**src/rtl/seq_demux4.sv**
```systemverilog
// seq_demux4: sequential 1-to-4 bit demultiplexer with manual and round-robin
// (auto) lane selection, auto-mode nibble framing and a rotating LED heartbeat.
//
// Input handshake: din is accepted on every rising edge where din_valid=1;
// there is no ready signal, so the block never stalls and every valid bit is
// consumed in the cycle it is presented.
module seq_demux4 #(
  parameter int DIV = 5000000
) (
  input  logic        clk,
  input  logic        rst,
  input  logic        din,
  input  logic        din_valid,
  input  logic [1:0]  s,
  input  logic        auto_mode,
  output logic [3:0]  a,
  output logic [3:0]  upd,
  output logic [1:0]  ptr,
  output logic [3:0]  frame,
  output logic        frame_valid,
  output logic [15:0] led
);

  localparam int CW = (DIV > 2) ? $clog2(DIV) : 1;

  typedef enum logic {MAN = 1'b0, AUTO = 1'b1} state_t;

  state_t        state, state_nxt;
  logic [1:0]    sel;
  logic [3:0]    a_nxt, upd_nxt, frame_nxt;
  logic [1:0]    ptr_nxt;
  logic          fv_nxt;
  logic [CW-1:0] cnt;

  // Lane steering follows the registered state, so a write on a mode-change
  // edge is still handled by the old mode's rules.
  assign sel = (state == AUTO) ? ptr : s;

  // Next-state, lane write, framing and mode-change clears.
  always_comb begin
    state_nxt = state;
    a_nxt     = a;
    upd_nxt   = upd;
    ptr_nxt   = ptr;
    frame_nxt = frame;
    fv_nxt    = 1'b0;

    if (din_valid) begin
      a_nxt[sel]   = din;
      upd_nxt[sel] = 1'b1;
      if (state == AUTO) begin
        ptr_nxt = ptr + 2'd1;
        if (ptr == 2'd3) begin
          // Nibble complete: publish it and consume the written flags.
          frame_nxt = {din, a[2], a[1], a[0]};
          fv_nxt    = 1'b1;
          upd_nxt   = 4'b0000;
        end
      end
    end

    // Mode-change clears win over the write's own ptr/upd update.
    case (state)
      MAN: begin
        if (auto_mode) begin
          state_nxt = AUTO;
          ptr_nxt   = 2'd0;
          upd_nxt   = 4'b0000;
        end
      end
      AUTO: begin
        if (!auto_mode) begin
          state_nxt = MAN;
          ptr_nxt   = 2'd0;
        end
      end
      default: state_nxt = MAN;
    endcase
  end

  // Datapath and state register.
  always_ff @(posedge clk) begin
    if (rst) begin
      state       <= MAN;
      a           <= 4'b0000;
      upd         <= 4'b0000;
      ptr         <= 2'd0;
      frame       <= 4'b0000;
      frame_valid <= 1'b0;
    end else begin
      state       <= state_nxt;
      a           <= a_nxt;
      upd         <= upd_nxt;
      ptr         <= ptr_nxt;
      frame       <= frame_nxt;
      frame_valid <= fv_nxt;
    end
  end

  // Heartbeat: rotate the single hot LED bit whenever the divider is at zero.
  always_ff @(posedge clk) begin
    if (rst) begin
      cnt <= '0;
      led <= 16'h0001;
    end else begin
      cnt <= (cnt == CW'(DIV - 1)) ? '0 : cnt + CW'(1);
      if (cnt == '0) led <= {led[14:0], led[15]};
    end
  end

endmodule

```
**config.mk**
```make
export PLATFORM = sky130hd
export DESIGN_NAME = seq_demux4
export DESIGN_NICKNAME = d
export VERILOG_FILES = /design/src/rtl/seq_demux4.sv
export SDC_FILE = /design/constraint.sdc
export NUM_CORES = 1
export LEC_CHECK = 0
export ABC_AREA = 1
export ABC_CLOCK_PERIOD_IN_PS = 1860
export CAP_MARGIN = 20
export CORE_MARGIN = 4
export CORE_UTILIZATION = 35
export CTS_BUF_LIST = sky130_fd_sc_hd__clkbuf_8
export DETAILED_ROUTE_END_ITERATION = 10
export HOLD_SLACK_MARGIN = 0.12
export PLACE_DENSITY = 0.58
export SLEW_MARGIN = 20
export SYNTH_ARGS = -nofsm -noshare
export SYNTH_HDL_FRONTEND = slang
export SYNTH_SLANG_ARGS = --single-unit
```
**constraint.sdc**
```tcl
create_clock -name clk -period 1.86 [get_ports clk]
set_input_delay 0.279 -clock clk [delete_from_list [all_inputs] [get_ports clk]]
set_output_delay 0.279 -clock clk [all_outputs]
set_load 0.005 [all_outputs]
```
* Word-level counts from Yosys, hierarchy flattened
Index checks and enable logic that the tools add are counted.
** Word-level totals
- Bits in registers :: 55
- Bits in latches :: 0
- Memory bits (writable) :: 0
- Memory bits (read-only) :: 0
- Input bits :: 7
- Output and inout bits :: 31
- Logic and storage cells :: 38
- Memories kept :: 0
** Cells by class
- Add/subtract/negate cells :: 2
- Multiply operators :: 0
- Divide/modulo/power cells :: 0
- Magnitude comparators :: 2
- Equal/unequal tests :: 2
- Shifts and indexed selects :: 0
- Multiplexer cells :: 16
- Bitwise logic cells :: 3
- Reduce and logical (&&, ||, !) cells :: 5
** Operators by type and width (number)
- 23-bit by 1-bit adder with 23-bit output (second input constant) :: 1
- 23-bit == test (second input constant) :: 1
- 23-bit logical NOT :: 1
- 4-bit 2-to-1 mux :: 5
- 2-bit 2-to-1 mux :: 5
- 4-bit bitwise mux :: 1
- 4-bit bitwise OR :: 1
- 2-bit one-hot mux with 2 select lines :: 1
- 2-bit by 3-bit < comparator with 1-bit output (second input constant) :: 1
- 1-bit 2-to-1 mux :: 3
- 3-bit AND reduction :: 1
- 3-bit OR reduction :: 1
- 2-bit by 1-bit adder with 2-bit output (second input constant) :: 1
- 1-bit demux with 2-bit select :: 1
- 2-bit == test (second input constant) :: 1
- 2-bit by 1-bit >= comparator with 1-bit output (second input constant) :: 1
- 1-bit NOT :: 2
- 2-bit OR reduction :: 1
- 1-bit logical AND :: 1

* Longest topological paths before layout
Gate-level depths: netlist of the first run.
- Word-level depth :: 11
- Gate-level depth with buffers :: 9
- Mapped depth without buffers :: 9

* Least setup slack after synthesis of the first run
No wires, ideal clock.
- Kind :: reg2reg
- Start :: register cnt[0]
- End :: register cnt[17]
- Library setup time :: 0.114 ns
- Data arrival time :: 1.205 ns
- Required time :: 1.746 ns
- Path slack :: 0.541 ns
- Stages on the path, launching flop included :: 8
- Buffers on the path :: 1
- Clock period less this slack :: 1.319 ns
- Path through :: dfxtp_1 > ha_1 > nand3_2 > nor2_1 > nand3_1 > nand2_2 > buf_4 > nor2_1
** On the way
- Cells in the longest elaborated chain, start to end :: 2
- Elaborated cells on any way between the ends :: 3
- Classes of those cells :: add/sub: 1; eq/ne: 1; reduce/logical: 1
** Ends and longest elaborated chain
- from (decl) :: line 33 : logic [CW-1:0] cnt;
- from (signal assigned) :: line 106 : cnt <= (cnt == CW'(DIV - 1)) ? '0 : cnt + CW'(1);
- parallel branches: the longest is 2 deep, another holds 23-bit by 1-bit adder with 23-bit output
Several ways; the timed one is not identified.
A chain may end at the register's enable or synchronous reset.

* Final worst setup path of the first run
- Start :: register cnt[0]
- End :: register cnt[11]
The elaborated chain is that of the path after synthesis.

==> flow_summary.yaml, run 1 <==
run_status:
  outcome: "finished clean"
yosys:
  netlist_area_sq_um: 2555
  avgSynthCellArea_sq_um: 6.795
  synth_area_leaders: "dfxtp_1, nand2_1, nor2_1, inv_1, nand3_1"
  ys_ff_latch: 55
  synth.most_common_cell: "nand2_1"
  syn-num-nets: 386
  ys_warn_count: 0
  synthTopCellsByCount: "nand2_1, nor2_1, dfxtp_1"
  synth_top_area_share_pct: 43.10
  async_flop_share_pct: 0
  synthFlopType: "dfxtp_1"
  synth.distinct_cells: 24
  synth_top_cell_by_area: "dfxtp_1"
  netlist_instances: 376
  synth.yosys.seq_area_share_pct: 43.10
  synth_edf_count: 0
final_layout:
  final_nets: 425
  multiInputGateArea_sq_um: 1252
  area_growth_pct: 21.65
  fin_area_sq_um: 3108
  antenna_cells: 0
  nFillCells: 728
  seqCellArea_sq_um: 1101
  drive_above_1_share_pct: 6.010
power:
  power_density_nw_per_um2: 742.8
  total_leakage_power_uw: 0.001236
  peakVddDrop_v: 0.0002542
worst_setup_path:
  max_stage_delay_ns: 0.39
  cp-start-kind: "flop"
  cp_max_fo: 23
  critPathKind: "reg2reg"
  arrival_ns: 1.73
  cp_top_family: "simple AND/OR/NAND/NOR gates"
  cp_num_buf_inv: 0
  worstSetupEndpointType: "flop"
  slowest_stage: "dfxtp_1"
  crit_required_ns: 2.05
  crit_chain: "ha_1 -> nand3_2 -> nor2_1 -> nand3_1 -> nand2_4 -> nor2_1"
  crit_top_cell: "nor2_1"
floorplan:
  die_x_microns: 93.44
  start_util_pct: 36.79
  dieArea_sq_um: 8731
  io_pins: 38
  rows: 30
  core_area_sq_um: 6944
  fp.dieH_microns: 93.44
grt:
  grt_max_degree: 32
  antenna_found_initial: 0
  grt_pass1_wl_microns: 9570
  grt_overflow: 0
  grt_pass1_vias: 2081
  track_usage_pct: 13.59
timing:
  slew_headroom_pct: 80.94
  min_period_over_period_pct: 83.18
  drv_slew: 0
  rsz0062_at_grt: "false"
  setup_viol: 0
  min_period_ns: 1.547
  hold_violations: 0
  clock_skew_ns: 0.007854
  clock.fmax_mhz: 646.3
  worst_slew_pin_slew_ns: 0.2859
  fin_tns_setup_ns: 0
clocking:
  cts_tree: "done"
  cts_buffer_depth: 2
  post_cts_buffers: 0
  htree_num_levels: 2
  numCtsBuffers: 5
  cts.clk_slew.worst_paths_ns: 0.10
  clock_sinks: 55
  cts-root-buf: "clkbuf_8"
  ctsHoldBuffers: 0
  clk_latency_ns: 0.30
route:
  drt_iter0_markers: 100
  ant_nets: 0
  remaining_drc_errors: 0
  route.vias.total: 2234
  wl_microns: 5481
  post_drt_wl_per_cell_microns: 10.71
  viasPerCell: 4.363
  firstDrtPassIters: 4
placed_design:
  io_buffers: 37
  dpl-instance-area_sq_um: 3008
  hpwlAfterDp_microns: 4042
  routabilityCongestion: 0.8338
job:
  maxCapViolCount: 0
worst_hold_path:
  hp-class: "reg2reg"
==> cell usage in the layout (no fill, tap or decap), drive strengths merged <==
master / n
and2: 1
dfxtp: 55
nand4: 4
xor2: 6
clkinv: 2
or2: 4
inv: 41
nand3: 29
clkbuf: 6
buf: 2
clkdlybuf4s50: 37
nor2: 100
a21oi: 12
o21bai: 1
ha: 3
nand2: 102
o21ai: 6
xnor2: 4
nor3: 1
==> sequential cells by signal, summed over array words and instances (netlist names) <==
register / count
a: 4
cnt: 23
frame: 4
frame_valid: 1
led: 16
ptr: 2
state: 1
upd: 4
==> logic make-up after synthesis <==
logic type	Yosys count	synth area share (%)
fa+ha+maj	3	1.469
xor+xnor	10	3.428
flops	55	43.10
buf+inv	48	8.080
simple gates	241	40.11
compound gates	19	3.820
==> per-layer routing <==
metal | part of all wire, % | vias up | track usage [%] | wire [microns]
met3 | 5.4 | 2 | 3.701 | 294
met4 | 0.55 | 0 | 3.297 | 30
met5 | 0 | - | 0 | 0
li1 | - | 1227 | - | -
met1 | 49 | 962 | 18.71 | 2690
met2 | 45 | 43 | 21.02 | 2465
==> worst min-delay path, cell delays in order, from the launching register on <==
cell and delay (ns):
dfxtp_1 0.32, inv_1 0.05, a21oi_1 0.05
==> where the power goes <==
part	leakage (uW)	internal [uW]	switching (uW)
registers	0.000448	1240	51.0
logic	0.000735	171	164
clock network	0.0000526	301	382
==> worst paths after layout <==
path | from | endpoint | slack (ns) | cells after the start
setup / recovery | cnt[0] | cnt[11] | 0.31 | 6
hold / removal | a[3] | a[3] | 0.45 | 2
hold reg to reg | a[3] | a[3] | 0.45 | 2
setup reg to reg | cnt[0] | cnt[11] | 0.31 | 6
==> area by class of cell <==
| class | count | share of cell area (%) |
|---|---|---|
| sequential | 55 | 35.43 |
| inverter | 41 | 4.952 |
| clock buffer | 6 | 2.657 |
| clock inverter | 2 | 0.4026 |
| tap | 96 | 3.865 |
| multi-input combinational | 273 | 40.30 |
| timing repair buffer | 39 | 12.40 |
==> what timing repair did <==
action | 4_1_cts | 5_1_grt
endpoints found under the hold margin | 0 | 0
endpoints found under the setup margin | 0 | 2
resized for setup | 0 | 1
==> through the flow <==
stage	worst slack [ns]	hold slack [ns]	std cells	util (%)	power (uW)
floorplan	0.5414	0.3514	376	-	1504
finish	0.3128	0.4534	512	44.76	2309
CTS	0.1633	0.4617	512	44.68	2345
detailed placement	0.1756	0.4431	504	43.32	1656
global placement	0.1623	0.4354	504	43.32	1651
global route	0.1507	0.4870	512	44.76	2454
Power figures use the tool's default switching activity.
==> inputs of run 2 (changes only) <==
- ABC_CLOCK_PERIOD_IN_PS: 1860 -> 1500
- clock period: 1.86 -> 1.5 ns (I/O delays scaled with it)
==> flow_summary.yaml, run 2 (synthesized netlist as in run 1, its figures left out) <==
power:
  p_sw_uw: 758.7
  intPower_uw: 2195
  combPwrFrac_pct: 15.0
  clkPwrFrac_pct: 30.8
  power_density_nw_per_um2: 914.2
  seqPwrFrac_pct: 54.2
  peakVddDrop_v: 0.0003971
  total_leakage_power_uw: 0.001291
  p_sw_share_pct: 25.69
timing:
  hold_ws_ns: 0.4514
  min_period_ns: 1.440
  hold_violations: 0
  min_period_over_period_pct: 96.02
  drv_slew: 0
  worst_slack_ns: 0.05972
  rsz0062_at_grt: "true"
  worst_slew_pin_slew_ns: 0.2780
  slew_headroom_pct: 81.45
  setup_viol: 0
  clock.fmax_mhz: 694.3
  clock_skew_ns: 0.004923
job:
  maxCapViolCount: 0
worst_setup_path:
  crit_required_ns: 1.27
  arrival_ns: 1.22
  max_stage_delay_ns: 0.52
  crit_chain: "clkdlybuf4s50_1"
  critPathKind: "reg2out"
  cp_num_buf_inv: 1
  cp_max_fo: 3
  slowest_stage: "clkdlybuf4s50_1"
  worstSetupEndpointType: "primary output"
  cp_top_family: "buffers and inverters"
  cp-start-kind: "flop"
clocking:
  cts.clk_slew.worst_paths_ns: 0.10
  clk_latency_ns: 0.31
  cts-root-buf: "clkbuf_8"
  cts_buffer_depth: 2
  htree_num_levels: 2
  numCtsBuffers: 5
  cts_tree: "done"
  clock_sinks: 55
final_layout:
  drive_above_1_share_pct: 10.33
  layout_commonest_cell: "nand2_1"
  regMostFlops: "cnt"
  final_nets: 435
  area_growth_pct: 26.44
  seqCellArea_sq_um: 1107
  nFillCells: 706
  multiInputGateArea_sq_um: 1260
  largest_reg_flops: 23
  reg_top3: "cnt: 23 flops, led: 16 flops"
  antenna_cells: 0
  final_cell_mix: "nand2_1, nor2_1, dfxtp_1, inv_1, clkdlybuf4s50_1"
  instances_no_fill: 522
run_status:
  outcome: "finished clean"
placed_design:
  io_buffers: 37
  hpwlAfterDp_microns: 4006
  dp_slack_ns: 0.002015
  routabilityCongestion: 0.8305
  numPlacedInstances: 512
route:
  post_drt_wl_per_cell_microns: 10.52
  ant_nets: 0
  firstDrtPassIters: 4
  route.vias.total: 2282
  viasPerCell: 4.372
  remaining_drc_errors: 0
  wl_microns: 5493
  drt_iter0_markers: 99
grt:
  track_usage_pct: 13.03
  grt_overflow: 0
  grt_pass1_vias: 2061
  grt_max_degree: 32
  grt_pass1_wl_microns: 9135
  antenna_found_initial: 0
floorplan:
  die_x_microns: 93.44
  core_area_sq_um: 6944
  rows: 30
  dieArea_sq_um: 8731
  io_pins: 38
  fp.dieH_microns: 93.44
  start_util_pct: 36.79
worst_hold_path:
  hp-class: "reg2reg"
-- run 2: cell types whose count changed in the layout (fill, tap and decap cells not counted), sizes merged --
cell	delta
clkinvlp	+1
clkbuf	+1
inv	-1
buf	+10
clkinv	-1
-- run 2: path summary, 6_finish.rpt --
check	to	start	cells past startpoint	slack, ns
max	led[15]	led[15]	1	0.06
min	a[3]	a[3]	2	0.45
max reg2reg	cnt[14]	cnt[0]	7	0.11
min reg2reg	a[3]	a[3]	2	0.45
-- run 2: tightest hold or removal path: stages (launching register included) --
cell,delay (ns)
dfxtp_1,0.32
inv_1,0.05
a21oi_1,0.05
-- run 2: cell type report --
class / count / area share, %
clock inverters: 1 / 0.2324
repair buffers: 49 / 15.03
inverters: 41 / 4.764
multi-input cells: 273 / 39.00
flip-flops and latches: 55 / 34.28
well taps: 96 / 3.718
clock buffers: 7 / 2.982
-- run 2: metrics by stage --
| stage | total power, uW | TNS (ns) | instance area (sq um) | util (%) |
|---|---|---|---|---|
| after global routing | 3125 | -0.01553 | 3231 | 46.52 |
| final | 2953 | 0 | 3231 | 46.52 |
| after detailed placement | 2077 | 0 | 3093 | 44.54 |
| after global placement | 2073 | 0 | 3093 | 44.54 |
| after floorplan | 1865 | 0 | 2555 | - |
| after CTS | 2989 | 0 | 3197 | 46.04 |
-- run 2: power groups by stage --
stage          clock [uW]  combinational [uW]  sequential [uW]
3_5_place_dp            0                 444             1630
3_3_place_gp            0                 439             1630
6_report              911                 442             1600
2_1_floorplan           0                 234             1630
5_1_grt              1010                 502             1610
4_1_cts               943                 446             1600
-- run 2: layer usage --
| layer | track usage, % | vias up | routed length, microns |
|---|---|---|---|
| met2 | 20.61 | 42 | 2480 |
| met3 | 3.942 | 9 | 241 |
| met5 | 0 | - | 0 |
| met4 | 4.762 | 0 | 87 |
| li1 | - | 1245 | - |
| met1 | 16.67 | 986 | 2685 |
-- run 2: repair_timing --
action,4_1_cts,5_1_grt
hold buffers,0,0
endpoints found under the setup margin,0,29
buffers inserted,0,2
gates resized for setup,0,9
